File: config.mk
export PLATFORM = sky130hd
export DESIGN_NAME = mem_lane_ctrl
export DESIGN_NICKNAME = d
export VERILOG_FILES = /design/src/rtl/mem_lane_ctrl.sv
export SDC_FILE = /design/constraint.sdc
export NUM_CORES = 1
export LEC_CHECK = 0
export BUFFER_PORTS_ARGS = -buffer_cell sky130_fd_sc_hd__buf_2
export CORE_MARGIN = 3
export CORE_UTILIZATION = 55
export DETAILED_ROUTE_END_ITERATION = 12
export PLACE_DENSITY_LB_ADDON = 0.2
export SYNTH_ARGS = -nofsm -noshare
export SYNTH_HDL_FRONTEND = slang
export SYNTH_SLANG_ARGS = --single-unit
File: constraint.sdc
create_clock -name clk -period 2.55 [get_ports clk]
set_input_delay 0.1275 -clock clk [delete_from_list [all_inputs] [get_ports clk]]
set_output_delay 0.1275 -clock clk [all_outputs]
set_load 0.005 [all_outputs]
File: src/rtl/mem_lane_ctrl.sv
// Memory-access lane controller between the MEM stage and the data-memory bus.
// Builds byte enables and lane-steered store data for any power-of-two bus
// width, extracts and extends load data, and splits lane-crossing misaligned
// accesses into two bus beats. One request in flight; the stage stalls on
// req_ready.
//
// state | meaning
// IDLE  | ready for a new request
// BEAT0 | first (or only) bus beat outstanding
// BEAT1 | second beat of a lane-crossing access outstanding
// RESP  | one-cycle completion pulse on rsp_valid
module mem_lane_ctrl #(
    parameter int DATA_W         = 32,
    parameter int ADDR_W         = 32,
    parameter int ALLOW_MISALIGN = 1
) (
    input  logic                clk,
    input  logic                reset,
    input  logic                req_valid,
    output logic                req_ready,
    input  logic                req_we,
    input  logic [1:0]          req_size,
    input  logic                req_sext,
    input  logic [ADDR_W-1:0]   req_addr,
    input  logic [DATA_W-1:0]   req_wdata,
    output logic                bus_valid,
    input  logic                bus_ready,
    output logic                bus_we,
    output logic [ADDR_W-1:0]   bus_addr,
    output logic [DATA_W/8-1:0] bus_be,
    output logic [DATA_W-1:0]   bus_wdata,
    input  logic [DATA_W-1:0]   bus_rdata,
    output logic                rsp_valid,
    output logic                rsp_err,
    output logic [DATA_W-1:0]   rsp_rdata
);
    localparam int NB = DATA_W / 8;
    localparam int OB = $clog2(NB);

    typedef enum logic [1:0] {IDLE, BEAT0, BEAT1, RESP} state_t;

    state_t state, state_nxt;

    logic              we_q, sext_q, cross_q;
    logic [1:0]        size_q;
    logic [OB-1:0]     off_q;
    logic [NB-1:0]     be_hi_q;
    logic [DATA_W-1:0] wdata_hi_q;
    logic [DATA_W-1:0] rdata_lo_q;

    logic              accept, req_err, req_misal, req_cross;
    logic [OB-1:0]     req_off;
    logic [3:0]        req_sz, off_ext, sz_q;
    logic [2*NB-1:0]   be_base, be_wide;
    logic [2*DATA_W-1:0] wd_wide, rd_cat;
    logic [DATA_W-1:0] rd_shift, rd_ext;
    logic              rd_sign;

    // Request decode: size, offset, misalignment, crossing, error and beat masks
    always_comb begin
        req_off   = req_addr[OB-1:0];
        off_ext   = 4'(req_off);
        req_sz    = 4'd1 << req_size;
        req_misal = (off_ext & (req_sz - 4'd1)) != 4'd0;
        req_cross = ({1'b0, off_ext} + {1'b0, req_sz}) > 5'(NB);
        req_err   = ((req_size == 2'd3) && (NB < 8)) ||
                    (req_misal && (ALLOW_MISALIGN == 0));
        accept    = req_valid && req_ready;
        be_base   = '0;
        for (int i = 0; i < 2 * NB; i++) begin
            be_base[i] = (i < int'(req_sz));
        end
        // Low half of each wide vector is beat 0, high half is beat 1.
        be_wide = be_base << req_off;
        wd_wide = {{DATA_W{1'b0}}, req_wdata} << {req_off, 3'b000};
    end

    // Load extraction: the two beats concatenated act as one wide window
    always_comb begin
        sz_q   = 4'd1 << size_q;
        rd_cat = (state == BEAT1) ? {bus_rdata, rdata_lo_q}
                                  : {{DATA_W{1'b0}}, bus_rdata};
        rd_shift = DATA_W'(rd_cat >> {off_q, 3'b000});
        case (size_q)
            2'd0:    rd_sign = rd_shift[7];
            2'd1:    rd_sign = rd_shift[15];
            2'd2:    rd_sign = rd_shift[31];
            default: rd_sign = rd_shift[DATA_W-1];
        endcase
        rd_ext = '0;
        for (int j = 0; j < NB; j++) begin
            rd_ext[8*j +: 8] = (j < int'(sz_q)) ? rd_shift[8*j +: 8]
                                                : {8{sext_q & rd_sign}};
        end
    end

    // State register
    always_ff @(posedge clk or negedge reset) begin
        if (!reset) state <= IDLE;
        else        state <= state_nxt;
    end

    // Next-state and handshake outputs
    always_comb begin
        state_nxt = state;
        req_ready = 1'b0;
        bus_valid = 1'b0;
        rsp_valid = 1'b0;
        case (state)
            IDLE: begin
                req_ready = reset;
                if (accept) state_nxt = req_err ? RESP : BEAT0;
            end
            BEAT0: begin
                bus_valid = 1'b1;
                if (bus_ready) state_nxt = cross_q ? BEAT1 : RESP;
            end
            BEAT1: begin
                bus_valid = 1'b1;
                if (bus_ready) state_nxt = RESP;
            end
            RESP: begin
                rsp_valid = 1'b1;
                state_nxt = IDLE;
            end
            default: state_nxt = IDLE;
        endcase
    end

    // Request latch, beat field sequencing and registered response
    always_ff @(posedge clk or negedge reset) begin
        if (!reset) begin
            we_q       <= 1'b0;
            sext_q     <= 1'b0;
            cross_q    <= 1'b0;
            size_q     <= 2'd0;
            off_q      <= '0;
            be_hi_q    <= '0;
            wdata_hi_q <= '0;
            rdata_lo_q <= '0;
            bus_we     <= 1'b0;
            bus_addr   <= '0;
            bus_be     <= '0;
            bus_wdata  <= '0;
            rsp_err    <= 1'b0;
            rsp_rdata  <= '0;
        end else begin
            case (state)
                IDLE: if (accept) begin
                    we_q       <= req_we;
                    sext_q     <= req_sext;
                    cross_q    <= req_cross;
                    size_q     <= req_size;
                    off_q      <= req_off;
                    bus_we     <= req_we;
                    bus_addr   <= {req_addr[ADDR_W-1:OB], {OB{1'b0}}};
                    bus_be     <= be_wide[NB-1:0];
                    be_hi_q    <= be_wide[2*NB-1:NB];
                    bus_wdata  <= wd_wide[DATA_W-1:0];
                    wdata_hi_q <= wd_wide[2*DATA_W-1:DATA_W];
                    rsp_err    <= req_err;
                    rsp_rdata  <= '0;
                end
                BEAT0: if (bus_ready) begin
                    rdata_lo_q <= bus_rdata;
                    if (cross_q) begin
                        bus_addr  <= bus_addr + ADDR_W'(NB);
                        bus_be    <= be_hi_q;
                        bus_wdata <= wdata_hi_q;
                    end else begin
                        rsp_rdata <= we_q ? '0 : rd_ext;
                    end
                end
                BEAT1: if (bus_ready) begin
                    rsp_rdata <= we_q ? '0 : rd_ext;
                end
                RESP: begin
                    rsp_err   <= 1'b0;
                    rsp_rdata <= '0;
                end
                default: ;
            endcase
        end
    end
endmodule

==> results.cfg, run 1 <==
[run]
max_cap_violations = 0

[drt]
num_vias = 8717
wl_per_cell_um = 18.9
drt_iter0_drc = 667
first_pass_iters = 5
drcViolationCount = 0
vias_per_cell = 6.00
drt_wl_total_mm = 27.4
antenna_left = 0

[grt]
met1_usage_pct = 37.5
grt_use_total_pct = 29.1
antenna_found_initial = 0
grt_pass1_vias = 8355
grt_max_degree = 168
grt.busiest_layer = met2
grtUsageMet2_pct = 48.5
overflow = 0
grt_first_pass_wirelength_mm = 42.8
met3_usage_pct = 4.96

[worst_setup_path]
critPathKind = register to register
cp_max_fo = 15
crit_arrival_ps = 2630
reg2reg_depth = 7
worstPathRequired_ps = 2860
end_kind = register
cp-start-kind = register

[floorplanning]
num_io_pins = 209
die_w_um = 137
rows = 47
die_h_um = 137
start_util_pct = 56.5
fp.coreArea_um2 = 16600
dieArea_um2 = 18700

[sta]
min_period_over_period_pct = 91.0
fin_crit_ps = 2320
drv_slew = 0
finalSetupViolations = 0
tightestPinTransition_ps = 965
tns_ps = 0
holdWs_ps = 6.90
hold_violations = 0
skew_ps = 8.10
rsz0062_at_grt = no
clock.fmax_ghz = 0.431
max_slew_margin_pct = 35.6

[final_layout]
diodes = 0
utilization_pct = 71.1
final_area_um2 = 11800
nets = 1333
seq_area_um2 = 4210
n_fill_cell = 1303
area_delta_synth_final_pct = 25.8
layout_commonest_cell = buf_2
multiInputGateArea_um2 = 4860
drive_above_1_share_pct = 28.4
final_cell_mix = 205 x buf_2, 167 x dfrtp_1, 121 x nand2_1, 99 x o21ai_0, 81 x mux2i_1

[power_and_ir_drop]
p_leak_nw = 5.49
worst_ir_drop_vdd_mv = 0.728
p_per_area_nw_per_um2 = 1220

[yosys]
synthFlopType = dfrtp_1
ys_ff_latch = 168
yosys_warnings = 0
synth-edff-count = 0
yosysUniqueCellTypes = 66
syn_area_per_cell_um2 = 9.55
synth-seq-area-share_pct = 44.7
async_flop_share_pct = 100
syn_area_um2 = 9410
postSynthCellCount = 985

[placed_design]
place_congestion = 0.914
placed_area_um2 = 10700
io_buffers = 206
dp_hpwl_mm = 18.5

[hold_path]
min_path_type = input pin to register
hold-path-cell-count = 3

[clocking]
cts_sinks = 168
cts-root-buf = clkbuf_16
path_clk_slew_ps = 70
cts_buffers = 17
htree_levels = 4
cts.path.max_buffers = 2
cts_tree = built
clk_latency_ps = 430

[outcome]
status = finished clean
==> synth_stat cells (all sizes together), types with 3 or more instances <==
master | instances | area, um^2
dfrtp | 168 | 4200
nand2 | 122 | 458
o21ai | 110 | 551
mux2i | 81 | 811
nor2 | 77 | 289
a21oi | 69 | 345
mux2 | 57 | 642
clkbuf | 50 | 189
buf | 27 | 143
nand3 | 24 | 125
o31ai | 23 | 191
a221oi | 18 | 158
a22oi | 11 | 82.6
inv | 10 | 37.5
a211o | 9 | 78.8
ha | 9 | 113
nand4 | 9 | 62.6
nor2b | 9 | 56.3
nor4 | 9 | 77.6
o22ai | 9 | 56.3
o211ai | 8 | 60.1
and2 | 7 | 43.8
nand2b | 7 | 43.8
a211oi | 6 | 45.0
a2bb2oi | 6 | 52.6
mux4 | 6 | 135
and4 | 5 | 43.8
o22a | 4 | 35.0
nor3 | 3 | 15.0
or2 | 3 | 18.8
==> cell families (layout without fill, tap and decap cells) <==
family,Yosys count,after routing,synth area share (%)
AOI/OAI and AO/OA,292,292,19.3
adders and majority gates,10,10,1.41
buffers and inverters,88,334,3.96
DFF,168,168,44.7
muxes,144,144,16.9
other,1,2,0.0399
and+or+nand+nor,282,282,13.7
==> final cells by class <==
type                            instances  area share [%]
Clock buffer                           19            3.83
Tap cell                              220            2.33
Inverter                               11           0.349
Clock inverter                         13            1.21
Sequential cell                       168            35.5
Multi-Input combinational cell        730            41.1
Timing Repair Buffer                  291            15.7
==> path summary, 6_finish.rpt <==
| kind | slack [ps] | endpoint | start |
|---|---|---|---|
| worst max register to register | 230 | bus_addr[26]$_DFFE_PN0P_ | state[1]$_DFFE_PN0P_ |
| worst min-delay path | 7 | bus_addr[19]$_DFFE_PN0P_ | req_addr[19] |
| max in group asynchronous | 1320 | off_q[0]$_DFFE_PN0P_ | reset |
| min in group asynchronous | 50 | size_q[0]$_DFFE_PN0P_ | reset |
| worst max-delay path | 230 | bus_addr[26]$_DFFE_PN0P_ | state[1]$_DFFE_PN0P_ |
| worst min register to register | 480 | wdata_hi_q[18]$_DFFE_PN0P_ | wdata_hi_q[18]$_DFFE_PN0P_ |
==> routing by layer <==
layer / vias up / routed length (um)
met2: 361 / 13500
li1: 4074 / -
met3: 59 / 1880
met1: 4223 / 11200
met4: 0 / 897
met5: - / 0
==> through the flow <==
stage,worst slack [ps],cells,power [mW]
after global routing,69.1,1452,15.4
after CTS,46.4,1449,14.4
after floorplan,390,986,9.29
after detailed placement,81.8,1365,11.7
final,229,1452,14.4
after global placement,188,1365,11.4
==> sequential cells by signal (all words and copies together), names as in the netlist, 2 cells and up <==
signal	cells
state	2
off_q	2
rsp_rdata	32
rdata_lo_q	32
be_hi_q	4
bus_addr	30
wdata_hi_q	24
size_q	2
bus_be	4
bus_wdata	32
==> repair_timing <==
action / 4_1_cts / 5_1_grt
endpoints found under the setup margin: 0 / 14
setup buffers: 0 / 3
resized for setup: 0 / 0
hold buffers: 52 / 0
hold endpoints to repair: 217 / 0
==> power by group <==
part	switching, mW	internal, mW
clock	1.13	1.50
sequential	0.960	3.87
combinational	3.89	3.06
==> critical path, stage by stage (launching register included) <==
cell and delay, ps:
dfrtp_1 450, inv_1 140, ha_4 250, nand2b_1 230, a21o_2 250, or4_4 550
o31ai_1 220, a21oi_1 100
Note: power is estimated with default switching activity, not from simulation.
==> inputs of run 2 (changes only) <==
- clock period: 2.55 -> 2.6 ns (I/O delays scaled with it)
==> results.cfg, run 2 (synthesis gave the netlist of run 1 again) <==
[floorplanning]
fp.coreArea_um2 = 16600
rows = 47
start_util_pct = 56.5
die_w_um = 137
die_h_um = 137
dieArea_um2 = 18700
num_io_pins = 209

[drt]
dr_wl_met3_mm = 1.83
drt_iter0_drc = 521
drcViolationCount = 0
num_vias = 8677
routed.top_layer = met4
first_pass_iters = 5
wl_met2_mm = 13.1
vias_per_cell = 6.00
wl_per_cell_um = 18.6
wl_met1_mm = 11.0
antenna_left = 0
drt_wl_total_mm = 26.9

[clocking]
htree_levels = 4
cts-root-buf = clkbuf_16
path_clk_slew_ps = 70
cts_tree = built
clk_latency_ps = 430
post-cts-setup-buffers = 0
cts_sinks = 168
cts.path.max_buffers = 2
cts_buffers = 17

[worst_setup_path]
end_kind = register
cp-start-kind = register
reg2reg_depth = 8
cp_slowest_cell = or4b_1
crit_chain = inv_1, ha_1, or4b_1, o31ai_2, nor4_2, o31ai_4, buf_4, o21ai_0
max_stage_delay_ps = 500
critPathKind = register to register
rrSetupSlack_ps = 200
cp_max_fo = 15
crit_family = simple AND/OR/NAND/NOR gates
worstPathRequired_ps = 2910
worst_r2r_endpoint = rsp_rdata[16]$_DFFE_PN0P_
path_buf_inv = 2
crit_arrival_ps = 2710
reg2reg_from = state[0]$_DFFE_PN0P_

[sta]
finalSetupViolations = 0
min_period_over_period_pct = 92.3
fin_crit_ps = 2400
tns_ps = 0
clock.fmax_ghz = 0.417
tightestPinTransition_ps = 818
hold_violations = 0
holdWs_ps = 10.9
rsz0062_at_grt = no
drv_slew = 0
skew_ps = 13.5
max_slew_margin_pct = 45.4

[hold_path]
hold_end = bus_addr[18]$_DFFE_PN0P_
hold-path-cell-count = 3
hp-start = req_addr[18]
min_path_type = input pin to register

[grt]
grt_pass1_vias = 8318
overflow = 0
grt_max_degree = 138
antenna_found_initial = 0
grt_use_total_pct = 29.0
grt_first_pass_wirelength_mm = 42.7

[outcome]
status = finished clean

[final_layout]
utilization_pct = 70.9
area_delta_synth_final_pct = 25.4
layout_commonest_cell = buf_2
drive_above_1_share_pct = 28.2
nets = 1326
n_fill_cell = 1293
top_regs = bus_wdata: 32 flops, rdata_lo_q: 32 flops, rsp_rdata: 32 flops
final_cell_mix = 205 x buf_2, 167 x dfrtp_1, 121 x nand2_1, 99 x o21ai_0, 81 x mux2i_1
diodes = 0

[run]
max_cap_violations = 0

[placed_design]
dp_hpwl_mm = 18.4
io_buffers = 206
place_congestion = 0.933

[power_and_ir_drop]
power_frac_seq_pct = 33.9
combPwrFrac_pct = 47.9
internal_power_mw = 8.21
p_clk_share_pct = 18.3
p_leak_nw = 5.46
p_per_area_nw_per_um2 = 1190
p_sw_mw = 5.83
worst_ir_drop_vdd_mv = 0.619
swShare_pct = 41.5
[run 2: cell count changes in the layout (fill, tap and decap cells not counted), sizes merged]
cell / previous run / this run
inv: 14 / 15
buf: 239 / 235
clkinvlp: 2 / 3
dlygate4sd3: 52 / 49
clkbuf: 19 / 17
[run 2: power by group through the flow]
stage	clock network (mW)	registers (mW)	logic, mW
after floorplan	0	4.56	4.56
after global placement	0	4.73	6.52
after detailed placement	0	4.77	6.66
after CTS	2.61	4.73	6.74
after global routing	2.70	4.91	7.46
final	2.57	4.76	6.72
[run 2: tightest hold or removal path, delay by kind of cell]
kind,cells,cell delay (ps)
AO/OA/AOI/OAI,2,200
buffers and inverters,1,70
[run 2: how the worst max path moves through the flow]
stage	cells past startpoint	to	from
2_1_floorplan	9	bus_addr[26]$_DFFE_PN0P_	state[1]$_DFFE_PN0P_
3_3_place_gp	7	rsp_rdata[13]$_DFFE_PN0P_	state[0]$_DFFE_PN0P_
3_5_place_dp	8	rsp_rdata[16]$_DFFE_PN0P_	state[0]$_DFFE_PN0P_
4_1_cts	8	rsp_rdata[16]$_DFFE_PN0P_	state[0]$_DFFE_PN0P_
5_1_grt	8	rsp_rdata[16]$_DFFE_PN0P_	state[0]$_DFFE_PN0P_
6_report	8	rsp_rdata[16]$_DFFE_PN0P_	state[0]$_DFFE_PN0P_
[run 2: metrics by stage]
stage / instance area [um^2] / std cells / power (mW) / setup slack (ps)
after detailed placement: 10700 / 1364 / 11.4 / 216
final: 11800 / 1445 / 14.0 / 200
after global placement: 10700 / 1364 / 11.2 / 237
after CTS: 11800 / 1445 / 14.1 / 205
after floorplan: 9410 / 986 / 9.12 / 440
after global routing: 11800 / 1445 / 15.1 / 46.7
[run 2: cell type report]
type / instances / area [um^2] / area share, %
Clock buffer: 17 / 425 / 3.61
Tap cell: 220 / 275 / 2.33
Multi-Input combinational cell: 730 / 4860 / 41.2
Sequential cell: 168 / 4210 / 35.6
Clock inverter: 15 / 169 / 1.43
Inverter: 11 / 41.3 / 0.350
Timing Repair Buffer: 284 / 1820 / 15.4
[run 2: metal layers]
metal  up-vias  track usage, %
met1      4207            37.6
met5         -               0
li1       4034               -
met2       375            48.1
met4         0            12.0
met3        61            5.37
[run 2: timing repair]
action	4_1_cts	5_1_grt
gates resized for setup	0	0
endpoints found under the hold margin	216	0
hold buffers	49	0
==> inputs of run 3 (changes only) <==
==> constraint.sdc (replaced) <==
create_clock -name clk -period 2.6 [get_ports clk]
set_input_delay 0 -clock clk [delete_from_list [all_inputs] [get_ports clk]]
set_output_delay 0 -clock clk [all_outputs]
set_load 0.005 [all_outputs]
==> results.cfg, run 3 (synthesis gave the netlist of run 1 again) <==
[outcome]
status = finished clean

[clocking]
cts_tree = built
clk_latency_ps = 430
htree_levels = 4
path_clk_slew_ps = 70
post-cts-setup-buffers = 0
cts_buffers = 17
cts.path.max_buffers = 2
cts-root-buf = clkbuf_16
cts_sinks = 168

[power_and_ir_drop]
worst_ir_drop_vdd_mv = 0.619
p_per_area_nw_per_um2 = 1150
p_leak_nw = 5.63
p_total_mw = 14.0

[worst_setup_path]
cp_max_fo = 5
end_kind = register
crit_arrival_ps = 2730
critPathKind = register to register
worstPathRequired_ps = 2880
cp-start-kind = register

[drt]
drt_wl_total_mm = 28.3
vias_per_cell = 5.98
wl_per_cell_um = 19.0
drt_iter0_drc = 777
drcViolationCount = 0
first_pass_iters = 5
num_vias = 8905
antenna_left = 0

[sta]
min_period_over_period_pct = 94.2
max_slew_margin_pct = 41.4
tightestPinTransition_ps = 878
rsz0062_at_grt = no
holdWs_ps = 9.73
clock.fmax_ghz = 0.409
drv_slew = 0
skew_ps = 9.46
hold_violations = 0
finalSetupViolations = 0
setup_ws_ps = 152
fin_crit_ps = 2450
tns_ps = 0

[floorplanning]
die_h_um = 137
start_util_pct = 56.5
num_io_pins = 209
fp.coreArea_um2 = 16600
rows = 47
die_w_um = 137
dieArea_um2 = 18700

[grt]
grt_use_total_pct = 30.5
antenna_found_initial = 0
grt_first_pass_wirelength_mm = 44.7
overflow = 0
grt_max_degree = 138
grt_pass1_vias = 8715

[final_layout]
seq_area_um2 = 4210
top_regs = bus_wdata: 32 flops, rdata_lo_q: 32 flops, rsp_rdata: 32 flops
diodes = 0
n_fill_cell = 1218
nets = 1371
multiInputGateArea_um2 = 4860
drive_above_1_share_pct = 27.2
layout_commonest_cell = buf_2
final_cell_mix = 205 x buf_2, 167 x dfrtp_1, 121 x nand2_1, 99 x o21ai_0, 95 x dlygate4sd3_1
area_delta_synth_final_pct = 29.9

[run]
max_cap_violations = 0

[placed_design]
dp_hpwl_mm = 18.5
place_congestion = 0.922
io_buffers = 206
dp_slack_ps = 171

[hold_path]
min_path_type = input pin to register
[run 3: changes by cell type in the layout (fill, tap and decap cells not counted)]
| cell | change |
|---|---|
| buf_4 | -1 |
| dlygate4sd3_1 | +46 |
| bufinv_16 | -2 |
| clkinvlp_4 | -1 |
| clkinv_4 | -1 |
| inv_6 | +3 |
| clkinv_8 | +1 |
[run 3: cell type report]
type,instances,share of cell area [%]
timing repair buffer,329,18.6
clock buffer,17,3.48
inverter,11,0.338
sequential,168,34.4
multi-input combinational,730,39.8
tap,220,2.25
clock inverter,15,1.11
[run 3: metrics by stage]
stage / cell area (um^2) / cells / util [%]
detailed placement: 10700 / 1363 / 64.3
finish: 12200 / 1490 / 73.4
floorplan: 9410 / 986 / -
global route: 12200 / 1490 / 73.4
global placement: 10700 / 1363 / 64.3
CTS: 12200 / 1490 / 73.4
[run 3: metal layers]
metal / track usage [%] / share of wire, % / vias to the layer above
met2: 50.4 / 49 / 443
met5: 0 / 0 / -
met4: 16.1 / 4.6 / 0
met1: 38.8 / 39 / 4255
li1: - / - / 4125
met3: 4.82 / 6.7 / 82
[run 3: power breakdown]
group | total, mW | leakage, nW | internal [mW] | switching, mW
clock | 2.41 | 0.271 | 1.26 | 1.15
sequential | 4.77 | 2.07 | 3.80 | 0.975
combinational | 6.85 | 3.29 | 3.03 | 3.82
total | 14.0 | 5.63 | 8.08 | 5.94
[run 3: critical path: stages (launching register included)]
cell and delay (ps):
dfrtp_1 460, inv_1 130, ha_1 270, a21boi_0 210, a21o_2 290, or4_4 550, o31ai_1 270, a21oi_1 120
[run 3: worst paths after layout]
path | depth (start not counted) | endpoint | startpoint | slack (ps)
max | 7 | bus_addr[26]$_DFFE_PN0P_ | state[0]$_DFFE_PN0P_ | 150
min | 3 | wdata_hi_q[10]$_DFFE_PN0P_ | req_wdata[18] | 10
max reg2reg | 7 | bus_addr[26]$_DFFE_PN0P_ | state[0]$_DFFE_PN0P_ | 150
min reg2reg | 2 | rsp_rdata[4]$_DFFE_PN0P_ | rsp_rdata[4]$_DFFE_PN0P_ | 480
max in group asynchronous | 3 | bus_addr[21]$_DFFE_PN0P_ | reset | 1530
min in group asynchronous | 2 | state[0]$_DFFE_PN0P_ | reset | 40
[run 3: timing repair]
item | CTS | global route
hold buffers | 95 | 0
resized for setup | 0 | 0
endpoints found under the hold margin | 135 | 0
